File: src/rtl/sfp_event_tx_sched.sv
// sfp_event_tx_sched: per-cycle slot scheduler for the outgoing SFP event stream
// Ports: clk_i, reset_i (async, active-low); dbus_i -> txdata_o[15:8] one cycle later;
//        req_i/code_i/ack_o round-robin requester handshake; sec_load_i/sec_value_i/
//        sec_busy_o/sec_overrun_o seconds serialiser; txdata_o/txcharisk_o event word.
// Build option: define SFP_TX_HEARTBEAT_EN to add the periodic 0x7A heartbeat source.
module sfp_event_tx_sched #(
   parameter int N_REQ     = 4,
   parameter int HB_PERIOD = 4096
) (
   input  logic               clk_i,
   input  logic               reset_i,
   input  logic [7:0]         dbus_i,
   input  logic [N_REQ-1:0]   req_i,
   input  logic [8*N_REQ-1:0] code_i,
   output logic [N_REQ-1:0]   ack_o,
   input  logic               sec_load_i,
   input  logic [31:0]        sec_value_i,
   output logic               sec_busy_o,
   output logic               sec_overrun_o,
   output logic [15:0]        txdata_o,
   output logic [1:0]         txcharisk_o
);
   localparam int PW = N_REQ > 1 ? $clog2(N_REQ) : 1;
   typedef enum logic [1:0] {IDLE, SHIFT, RST} seq_t;
   seq_t             state, state_n;
   logic [31:0]      sr, sr_n;
   logic [4:0]       cnt, cnt_n;
   logic [PW-1:0]    ptr, ptr_n;
   logic [N_REQ-1:0] elig, grant;
   logic [7:0]       code;
   logic             parity, k_char, seq_slot, overrun, hb_pend;
   if (N_REQ < 1 || N_REQ > 8 || HB_PERIOD < 64) begin : g_bad_param
      $error("sfp_event_tx_sched: parameter out of range");
   end
`ifdef SFP_TX_HEARTBEAT_EN
   localparam int HW = $clog2(HB_PERIOD);
   logic [HW-1:0] hb_cnt;
   logic          hb_wrap;
   assign hb_wrap = hb_cnt == HW'(HB_PERIOD - 1);
   // Pending is a single flag: a wrap while already pending is absorbed; any non-seconds slot consumes it.
   always_ff @(posedge clk_i or negedge reset_i)
      if (!reset_i) begin
         hb_cnt  <= '0;
         hb_pend <= 1'b0;
      end else begin
         hb_cnt  <= hb_wrap ? '0 : hb_cnt + 1'b1;
         hb_pend <= hb_wrap | (hb_pend & seq_slot);
      end
`else
   assign hb_pend = 1'b0;
`endif
   always_comb begin
      state_n  = state;
      sr_n     = sr;
      cnt_n    = cnt;
      ptr_n    = ptr;
      grant    = '0;
      overrun  = 1'b0;
      seq_slot = 1'b1;
      k_char   = 1'b0;
      code     = 8'h00;
      // A requester acked this cycle is still holding req; keep it out of this decision.
      elig     = req_i & ~ack_o;
      if (state == SHIFT) begin
         code    = sr[31] ? 8'h71 : 8'h70;
         sr_n    = {sr[30:0], 1'b0};
         cnt_n   = cnt - 1'b1;
         state_n = cnt == 5'd0 ? RST : SHIFT;
         overrun = sec_load_i;
      end else if (state == RST) begin
         code    = 8'h7D;
         state_n = IDLE;
         overrun = sec_load_i;
      end else if (sec_load_i) begin
         // The load slot already carries the MSB, so SHIFT covers the remaining 31 bits.
         code    = sec_value_i[31] ? 8'h71 : 8'h70;
         sr_n    = {sec_value_i[30:0], 1'b0};
         cnt_n   = 5'd30;
         state_n = SHIFT;
      end else begin
         seq_slot = 1'b0;
         if (hb_pend) begin
            code = 8'h7A;
         end else if (|elig) begin
            // Descending scan so the nearest eligible index after the pointer wins.
            for (int i = N_REQ; i >= 1; i--)
               if (elig[PW'((int'(ptr) + i) % N_REQ)]) ptr_n = PW'((int'(ptr) + i) % N_REQ);
            grant[ptr_n] = 1'b1;
            code         = code_i[8*ptr_n +: 8];
         end else begin
            code   = parity ? 8'hBC : 8'h00;
            k_char = parity;
         end
      end
   end
   always_ff @(posedge clk_i or negedge reset_i)
      if (!reset_i) begin
         state         <= IDLE;
         sr            <= '0;
         cnt           <= '0;
         ptr           <= PW'(N_REQ - 1);
         parity        <= 1'b0;
         ack_o         <= '0;
         sec_busy_o    <= 1'b0;
         sec_overrun_o <= 1'b0;
         txdata_o      <= '0;
         txcharisk_o   <= '0;
      end else begin
         state         <= state_n;
         sr            <= sr_n;
         cnt           <= cnt_n;
         ptr           <= ptr_n;
         parity        <= ~parity;
         ack_o         <= grant;
         sec_busy_o    <= seq_slot;
         sec_overrun_o <= overrun;
         txdata_o      <= {dbus_i, code};
         txcharisk_o   <= {1'b0, k_char};
      end
endmodule

File: config.mk
export PLATFORM = sky130hd
export DESIGN_NAME = sfp_event_tx_sched
export DESIGN_NICKNAME = d
export VERILOG_FILES = /design/src/rtl/sfp_event_tx_sched.sv
export SDC_FILE = /design/constraint.sdc
export NUM_CORES = 1
export LEC_CHECK = 0
export CAP_MARGIN = 20
export CORE_UTILIZATION = 45
export CTS_CLUSTER_SIZE = 25
export DETAILED_ROUTE_END_ITERATION = 7
export PLACE_DENSITY = 0.88
export SLEW_MARGIN = 10
export SYNTH_ARGS = -nofsm -noshare
export SYNTH_HDL_FRONTEND = slang
export SYNTH_SLANG_ARGS = --single-unit
export TNS_END_PERCENT = 30
File: constraint.sdc
create_clock -name clk_i -period 3.6 [get_ports clk_i]
set_clock_uncertainty 0.2 [all_clocks]
set_input_delay 0.72 -clock clk_i [delete_from_list [all_inputs] [get_ports clk_i]]
set_output_delay 0.72 -clock clk_i [all_outputs]
set_load 0.01 [all_outputs]
Word level (Yosys, flattened, before mapping):

Index checks and enable logic that the tools add are counted.

* register bits after elaboration: 65
* bits of input ports: 79
* output and inout port bits: 24

* add/subtract/negate cells: 5
* magnitude comparators: 6
* eq/ne operators: 3
* shift-type cells: 1
* mux-type cells: 52
* bitwise logic cells: 6
* reduce and logical (&&, ||, !) cells: 7

Operator list (count)
* $mux W32: 3
* $mux W8: 5
* $shiftx A32 B6 Y8: 1
* $mux W2: 12
* $mux W1: 20
* $lt A2 B4 Y1 const B: 4
* $mux W4: 4
* $mux W5: 3
* $bmux W1 S2: 4
* $logic_not A5 Y1: 1
* $sub A5 B1 Y5 const B: 1
* $add A2 B1 Y2 const B: 2
* $add A2 B2 Y2 const B: 2
* $and A4 B4 Y4: 1
* $not A1 Y1: 4
* $not A4 Y4: 1
* $reduce_and A4 Y1: 1
* $reduce_or A4 Y1: 1
* $lt A2 B3 Y1 const B: 1
* $reduce_bool A3 Y1: 1
* $demux W1 S2: 1
* $eq A2 B1 Y1 const B: 1
* $eq A2 B2 Y1 const B: 1
* $ge A2 B1 Y1 const B: 1
* 4 further kinds: 4

Depth between registers and ports, before layout:

Gate-level depths: netlist of the first run.

* word-level depth: 21
* depth in mapped cells: 8
* depth with buffers taken out: 7

Least setup slack after synthesis of the first run:

Ideal clock, no wire load.

* path type: input port to flip-flop
* from: input port req_i[0]
* to: register txdata_o[1]
* arrival time: 2.077 ns
* setup slack: 1.212 ns
* stages on the path: 7
* cells stage by stage: nor2b_1 > o21ai_0 > a31oi_1 > a31oi_1 > buf_2 > nor2_1 > a2111oi_2

* word-level cells in the longest chain between the ends: 17

Ends and longest elaborated chain
* start, declared: RTL line 13 `input logic [N_REQ-1:0] req_i,`
* $and A4 B4 Y4 (*): RTL line 63 `elig = req_i & ~ack_o;`
* $bmux W1 S2: RTL line 87 `if (elig[PW'((int'(ptr) + i) % N_REQ)]) ptr_n = PW'((int'(ptr) + i) % N_REQ);`
* $mux W1 (implied by the code) (2 in series): RTL line 87
* $mux W2 (4 in series): RTL line 87
* $mux W2: RTL line 84 `end else if (|elig) begin`
* $mux W2: RTL line 74 `end else if (sec_load_i) begin`
* $mux W2: RTL line 70 `end else if (state == RST) begin`
* $mux W2: RTL line 64 `if (state == SHIFT) begin`
* $shiftx A32 B6 Y8: RTL line 89 `code = code_i[8*ptr_n +: 8];`
* $mux W8 (*): RTL line 84
* $mux W8 (*): RTL line 74
* $mux W8 (*): RTL line 70
* $mux W8 (*): RTL line 64
* via code[1]: RTL line 30 `logic [7:0] code;`
* end signal, assigned: RTL line 117 `txdata_o <= {dbus_i, code};`
* end, declared: RTL line 20 `output logic [15:0] txdata_o,`

The timed path passes the listed nets; every way through them passes the cells marked *. The select of a mux whose other input is x is not followed.
A chain may end at the register's enable or synchronous reset.

Final worst setup path of the first run:

* from: input port req_i[1]
* to: register txdata_o[2]

Same word-level chain as after synthesis.

==> results.md, run 1 <==
- The buffer type at the clock tree root is sky130_fd_sc_hd__clkbuf_8.
- The path class of the tightest hold or removal check is input port to async pin.
- The total of flip-flops plus latches after synthesis is 64.
- The floorplan has 29 rows.
- The total congestion overflow is 0.
- The total core area is 6420 um^2.
- The startpoint class of the critical path is an input port.
- After clock tree synthesis, the clock-pin slew on the worst setup and hold paths is ~0.070 ns.
- For the worst-skew pair, the clock arrives at the later sink with an insertion delay of 0.33 ns.
- The H-tree depth is 3.
- The floorplan die area is 7040 um^2.
- After the flow finishes, the layout carries non-filler instances totaling 463.
- The multi-input combinational cells in the finished layout cover a total of around 1300 um^2.
- The via count of the first global-routing pass is between 2000 and 2500.
- After synthesis, the mean cell area works out to 10.8 um^2.
- CTS saw 64 sinks.
- The run finished, with violations left.
- The clock passes through at most 2 buffers.
- The die is 83.9 um tall.
- Synthesis produced 280 cells.
- The die width is 83.9 um.
- The headroom to the max-slew limit is 58.7%.
- The number of hold buffers added after CTS was 0.
- Dividing the detail-routed wire length by the instance count gives 14.0 um.
- The I/O pin count is a little over 100.
- The most common cell after layout, fill and taps aside is sky130_fd_sc_hd__clkdlybuf4s50_1.
- The share of synthesized area in the top cell type comes to 51.4%.
- The iteration-0 DRC count of the detailed router is between 90 and 100.
- In this run, synthesis inferred 0 flip-flops with an integrated enable.
- Sequential elements use a little over half of the synthesized area.
- At the end of the flow, the number of nets in the layout was 464.
- The routed wire length is around 6500 um.
- After synthesis, the share of flip-flops with an asynchronous set or reset is 100%.
- The area growth from synthesis to layout is 41.8%.
- Based on the critical path, the design can be clocked at up to 356 MHz.
- In the layout the commonest cells are 100 x sky130_fd_sc_hd__clkdlybuf4s50_1, 62 x sky130_fd_sc_hd__dfrtp_1, 45 x sky130_fd_sc_hd__mux2i_1.
- The worst setup path is captured at a flop.
- The worst path uses 78.1% of the clock period.
- The largest area contributor in the synthesized netlist is sky130_fd_sc_hd__dfrtp_1.
- The highest fanout seen on the critical path is 13.
- The number of nets with antenna violations after routing is 0.
- After synthesis, the cell types taking the most area are sky130_fd_sc_hd__dfrtp_1 51%, sky130_fd_sc_hd__mux2i_1 15%, sky130_fd_sc_hd__o21ai_0 6.1%.
- Setup repair after global routing left no endpoint under its margin.
- The congestion estimate from routability-driven global placement came to just over 0.8.
- Summing all flip-flop and latch instances after layout gives between 1500 and 2000 um^2.
- Setup violations remaining at the end of the flow were counted as 0.
- After routing, the total negative slack on setup checks comes to 0 ns.
- The final number of hold-violating endpoints is 0.
- Entering global routing, the biggest net connects between 60 and 70 pins.
- Dividing total power by cell area gives a power density of 586 nW/um^2.
- The wire length of the first global-routing pass is 11000 um.
- The via count is about 2400.
- The transition time of the tightest slew-check pin is 0.619 ns.
- Data arrives at the worst endpoint at 2.86 ns.
- The utilization of the core after routing is 66.7%.
- The quantity of gates resized following cts is 0.
- The required time of the critical path is 3.64 ns.
- Fill cells in the final layout number roughly 500.
- The number of cells in the design after placement is 447.
- The post-detailed-route via-to-cell ratio is 5.20.
- For this run, design rule violations remaining after detail routing come to 14.
- The number of antenna diodes in the final layout is 0.
- The Yosys step of the flow raised 0 warnings.
- The total iterations of the first detailed-routing run is 6.
- The checks that failed: design-rule violations.
- The all-layer global routing usage is 19.9%.
- The critical path in this run is classified as input port to flop.
- The total CTS buffers is 9.
- The initial core utilization is 47.0%.
- The number of slew-limit violations in the final report was 0.
- The worst voltage drop across the vdd grid is 0.309 mV.
- Cells with a size suffix above 1 make up 9.84% of the layout.
- The number of antenna violations at the first check in global routing is 0.
- The CTS tree is done.
- After synthesis, the netlist uses 41 different library cells.
- The post-CTS repair timing setup buffer count is 0.
- Input and output buffers added on the ports amount to 101.
- After legalization and detailed placement, the total HPWL measured 4770 um.
- The reported leakage power is 2.01 nW.
- The post-synth net total is 363.
- The most used flip-flop cell after synthesis is sky130_fd_sc_hd__dfrtp_1.
- The time the final worst path needs with I/O delays and setup is roughly 2.8 ns.
- Across the run, the number of max-cap violations was 0.
- Summing every instance area after synthesis gives 3020 um^2.
## cells in the mapped netlist, types with 2 or more instances
library cell / count
sky130_fd_sc_hd__a22oi_1: 2
sky130_fd_sc_hd__buf_2: 2
sky130_fd_sc_hd__nor2b_1: 3
sky130_fd_sc_hd__nand2_1: 39
sky130_fd_sc_hd__a21o_1: 3
sky130_fd_sc_hd__o21ai_0: 37
sky130_fd_sc_hd__ha_1: 4
sky130_fd_sc_hd__mux2i_1: 45
sky130_fd_sc_hd__clkbuf_1: 10
sky130_fd_sc_hd__mux2_2: 7
sky130_fd_sc_hd__buf_1: 2
sky130_fd_sc_hd__nand2b_1: 3
sky130_fd_sc_hd__nand3b_1: 3
sky130_fd_sc_hd__or3b_1: 2
sky130_fd_sc_hd__nor4_1: 2
sky130_fd_sc_hd__dfstp_2: 2
sky130_fd_sc_hd__dfrtp_1: 62
sky130_fd_sc_hd__a31oi_1: 4
sky130_fd_sc_hd__nand3_1: 2
sky130_fd_sc_hd__nor2_1: 12
sky130_fd_sc_hd__inv_1: 8
sky130_fd_sc_hd__or3_1: 4
sky130_fd_sc_hd__a21oi_1: 4
## cell families (layout without fill, tap and decap cells)
family | count (synthesis) | count (layout) | synth area share (%)
flops | 64 | 64 | 53.1
compound gates | 58 | 58 | 11.4
other cells | 1 | 1 | 0.124
xor+xnor | 2 | 2 | 0.580
buf+inv | 25 | 131 | 4.10
fa+ha+maj | 4 | 4 | 1.66
simple gates | 73 | 73 | 11.2
mux | 53 | 53 | 17.9
## layer usage
layer	routed length, um	up-vias	part of all wire (%)	track usage [%]
li1	-	1177	-	-
met2	3230	81	50	34.6
met1	2750	1131	42	23.1
met4	175	0	2.7	9.40
met3	345	17	5.3	4.65
met5	0	-	0	0
## where the power goes
part	internal (mW)	switching, mW	total [mW]
clock network	0.318	0.283	0.601
registers	0.925	0.112	1.04
logic	0.456	0.415	0.871
total	1.70	0.810	2.51
## path summary, 6_finish.rpt
check	depth (start not counted)	from	slack (ns)	end
setup / recovery	8	req_i[1]	0.79	txdata_o[2]
hold / removal	1	reset_i	0.16	txdata_o[2]
setup reg to reg	7	ack_o[3]	1.22	txdata_o[2]
hold reg to reg	1	parity	0.28	parity
max in group asynchronous	2	reset_i	2.13	sr[1]
min in group clk_i	1	parity	0.28	parity
## worst max-delay path, stage by stage
cell and delay [ns]:
sky130_fd_sc_hd__clkdlybuf4s50_1 0.46, sky130_fd_sc_hd__nor2b_1 0.23, sky130_fd_sc_hd__a22oi_1 0.15, sky130_fd_sc_hd__o211ai_2 0.38, sky130_fd_sc_hd__buf_4 0.32, sky130_fd_sc_hd__mux2i_1 0.10, sky130_fd_sc_hd__or3_1 0.30, sky130_fd_sc_hd__a31oi_1 0.19
## sequential cells by signal, summed over array words and instances, names as in the netlist
| signal | count |
|---|---|
| sec_overrun_o | 1 |
| ack_o | 4 |
| txdata_o | 16 |
| parity | 1 |
| txcharisk_o | 1 |
| ptr | 2 |
| state | 2 |
| sr | 31 |
| sec_busy_o | 1 |
| cnt | 5 |
## area by class of cell
class	instances	share of cell area, %
clock inverter	7	1.69
clock buffer	9	2.89
timing repair buffer	107	24.5
tap	77	2.25
inverter	8	0.701
sequential	64	37.4
multi-input combinational	191	30.5
## stage by stage
step	hold WS (ns)	setup WS (ns)	cell area, um^2	total power, mW
after floorplan	0.224	1.21	3020	1.67
after global placement	0.257	0.580	4090	1.88
after detailed placement	0.262	0.431	4090	1.93
after CTS	0.170	0.780	4280	2.54
after global routing	0.187	0.565	4280	2.68
final	0.160	0.788	4280	2.51
(Power assumes the default switching activity.)
==> run 2, diff against run 1 <==
--- a/config.mk
+++ b/config.mk
@@ -6,10 +6,10 @@
 export NUM_CORES = 1
 export LEC_CHECK = 0
 export CAP_MARGIN = 20
-export CORE_UTILIZATION = 45
+export CORE_UTILIZATION = 41
 export CTS_CLUSTER_SIZE = 25
 export DETAILED_ROUTE_END_ITERATION = 7
-export PLACE_DENSITY = 0.88
+export PLACE_DENSITY = 0.85
 export SLEW_MARGIN = 10
 export SYNTH_ARGS = -nofsm -noshare
 export SYNTH_HDL_FRONTEND = slang
==> constraint.sdc (replaced) <==
create_clock -name clk_i -period 2.35 [get_ports clk_i]
set_clock_uncertainty 0.2 [all_clocks]
set_input_delay 0.47 -clock clk_i [delete_from_list [all_inputs] [get_ports clk_i]]
set_output_delay 0.47 -clock clk_i [all_outputs]
set_load 0.01 [all_outputs]
==> run 2 against run 1 <==
  * The flow now finishes without violations
  * Sequential cell count unchanged
  * Register-to-register slack worse by 0.95 ns
  * Critical path depth unchanged
  * Combinational power grew 68%
  * Hold slack improved by 0.12 ns
  * Sequential share of layout area fell by 1.2 points
  * Non-clock buffer count is 14 higher
  * First-iteration DRC count is 21% lower
  * Cell area rose by 3.4%
  * Critical endpoint is now txdata_o[3]
  * Highest routed layer unchanged
==> results.md, run 2 (synthesis results as in run 1) <==
- The count of nets after finishing is 478 (was 464).
- The number of cells in the design after placement is 477 (was 447).
- The number of antenna violations at the first check in global routing is 0 (unchanged).
- The largest delay contributor family on the critical path is buffers and inverters (unchanged).
- The depth of the most critical reg-to-reg path is 7 (unchanged).
- The reported leakage power is 2.09 nW (was 2.01 nW).
- The accumulated negative setup slack was 0 ns (unchanged).
- The transition time of the tightest slew-check pin was 0.612 ns (was 0.619 ns).
- The cell with the largest stage delay on the worst path is sky130_fd_sc_hd__clkdlybuf4s50_1 (unchanged).
- Among the stages of the critical path, the cell type that occurs most often is sky130_fd_sc_hd__a31oi_1.
- The headroom to the max-slew limit came to 59.2% (was 58.7%).
- The clock slew at the register clock pins of the worst setup and hold paths was 0.07 ns (about the same).
- The detailed-route DRC error count was 0 (was 14).
- The register bank with the most flops is sr (unchanged).
- The capture point of the worst reg-to-reg path is txdata_o[0] (was txdata_o[2]).
- The worst min-delay path class was flop to flop (was input port to async pin).
- Result of the run: finished, final reports clean (was complete, but fails checks).
- The critical path data arrival time is 2.31 ns (was 2.86 ns).
- The largest stage delay on the critical path is 0.46 ns (about the same).
- The count of input and output buffers is 101 (unchanged).
- The post-route worst hold slack came to 0.279 ns (was 0.160 ns).
- The wire length of the first global-routing pass is 11400 um (was 11000 um).
- The floorplan die area came to 7710 um^2 (was 7040 um^2).
- The post-layout worst setup margin came to 0.0800 ns (was 0.788 ns).
- The routed wire length is 6920 um (was 6500 um).
- The CTS tree is done (unchanged).
- The total CTS buffers came to 9 (unchanged).
- The iteration-0 DRC count of the detailed router was 73 (was 92).
- The number of nets with antenna violations after routing is 0 (unchanged).
- The number of cells on the critical path was 8 (unchanged).
- The final cell count without fillers is 494 (was 463).
- The final number of hold-violating endpoints is 0 (unchanged).
- The total of endpoints with negative setup slack in the final report is 0 (unchanged).
- The startpoint identified for the worst hold timing path is sr[26].
- The total congestion overflow is 0 (unchanged).
- The required time of the critical path came to 2.39 ns (was 3.64 ns).
- The type of element capturing the critical path was a flop (unchanged).
- The highest fanout seen on the critical path is 4 (was 13).
- The worst voltage drop across the vdd grid was 0.550 mV (was 0.309 mV).
- The worst-case register-to-register setup slack is 0.27 ns (was 1.22 ns).
- The number of placement rows is 30 (was 29).
- The detailed-placement wirelength estimate came to 5220 um (was 4770 um).
- The max-cap check violation count is 0 (unchanged).
- The buffer type at the clock tree root is sky130_fd_sc_hd__clkbuf_8 (unchanged).
- The layout overhead on the synthesized area was 46.7% (was 41.8%).
- The launch point of the worst reg-to-reg path is ack_o[2] (was ack_o[3]).
- The total placed instance area is 4230 um^2 (was 4090 um^2).
- The final routed wire length divided by cell count was 14.0 um (about the same).
- Ordered cell list for the critical path: clkdlybuf4s50_1 -> nor2b_2 -> o21ai_0 -> a31oi_1 -> a31oi_2 -> clkdlybuf4s15_2 -> or3_1 -> a31oi_1 (was clkdlybuf4s50_1 -> nor2b_1 -> a22oi_1 -> o211ai_2 -> buf_4 -> mux2i_1 -> or3_1 -> a31oi_1).
- The timing endpoint of the critical path is txdata_o[3] (was txdata_o[2]).
- The largest net degree at the start of global routing is 44 (was 63).
- The total design power came to 3.84 mW (was 2.51 mW).
- The number of clock sinks seen by CTS is 64 (unchanged).
- The vertical die dimension was 87.8 um (was 83.9 um).
- The via count of the first global-routing pass is 2577 (was 2496).
- The startpoint class of the critical path was an input port (unchanged).
- The utilization of the core after routing came to 63.8% (was 66.7%).
- The number of slew-limit violations in the final report is 0 (unchanged).
- The post-detailed-route via-to-cell ratio is 4.94 (was 5.20).
- The power per cell area is 867 nW/um^2 (was 586 nW/um^2).
- The maximum buffer depth of the clock tree is 2 (unchanged).
- The number of buffer and inverter stages on the critical path is 2 (unchanged).
- Derived from the worst setup path, the maximum achievable clock frequency is 441 MHz.
- The H-tree depth is 3 (unchanged).
- The pre-CTS setup slack was -0.278 ns (was 0.431 ns).
- The total core area is 6940 um^2 (was 6420 um^2).
- The via count was 2442 (was 2406).
- The total iterations of the first detailed-routing run is 4 (was 6).
- The final cycle utilization of the critical path is 96.6%.
- The routability congestion estimate was 0.753 (was 0.819).
- The launching element of the worst setup path is req_i[1] (unchanged).
- The number of fill cells was 554 (was 502).
- The I/O pin count is 103 (unchanged).
- Top Registers: sr (31), txdata_o (16), cnt (5) (unchanged).
- The die width came to 87.8 um (was 83.9 um).
- Top library cells by usage in the layout, fill and taps aside: 100 x sky130_fd_sc_hd__clkdlybuf4s50_1, 62 x sky130_fd_sc_hd__dfrtp_1, 45 x sky130_fd_sc_hd__mux2i_1 (unchanged).
- The all-layer global routing usage was 19.3% (was 19.9%).
- The final standard cell area without fillers is 4430 um^2 (was 4280 um^2).
- The most common cell after layout, fill and taps aside is sky130_fd_sc_hd__clkdlybuf4s50_1 (unchanged).
- The flip-flop count of the largest register, all copies and words added is 31 (unchanged).
- The type of the setup path with the least slack was input port to flop (unchanged).
- The share of layout cells above drive strength 1 is 13.1% (was 9.84%).
- The worst path needs 2.27 ns of the cycle, external delays included.
- The initial core utilization was 43.5% (was 47.0%).
- The insertion delay of the later-clocked pin in the worst-skew pair is 0.32 ns (was 0.33 ns).
- The antenna diode count was 0 (unchanged).
run 2: worst min path at each step:
stage / slack (ns) / depth (start not counted) / endpoint
finish: 0.28 / 2 / sr[26]
global route: 0.32 / 1 / parity
CTS: 0.28 / 1 / parity
detailed placement: 0.27 / 1 / parity
global placement: 0.25 / 1 / parity
floorplan: -0.03 / 0 / ack_o[0]
run 2: report_power, final:
part,total [mW],switching (mW),internal (mW)
combinational,1.46,0.664,0.794
clock,0.788,0.395,0.394
sequential,1.59,0.176,1.42
total,3.84,1.23,2.61
run 2: metal layers:
| metal | share of wire (%) | wire [um] | GRT usage [%] |
|---|---|---|---|
| met3 | 5.3 | 368 | 4.52 |
| met5 | 0 | 0 | 0 |
| met2 | 51 | 3500 | 33.2 |
| met1 | 42 | 2930 | 22.9 |
| met4 | 1.8 | 126 | 8.64 |
run 2: tightest hold or removal path, delay by kind of cell (launching register included):
kind / cells / cell delay [ns]
DFF: 1 / 0.34
AOI/OAI and AO/OA: 1 / 0.06
and+or+nand+nor: 1 / 0.04
run 2: final cells by class:
type | instances | area (um^2) | share of cell area [%]
sequential | 64 | 1600 | 36.2
clock inverter | 4 | 22.5 | 0.508
clock buffer | 10 | 138 | 3.11
inverter | 8 | 30.0 | 0.678
multi-input combinational | 191 | 1320 | 29.7
timing repair buffer | 121 | 1200 | 27.1
tap | 96 | 120 | 2.71
run 2: repair_timing:
item,in CTS,in global routing
setup endpoints to repair,0,4
hold buffers,1,0
endpoints found under the hold margin,23,0
resized for setup,0,4
setup buffers,0,1
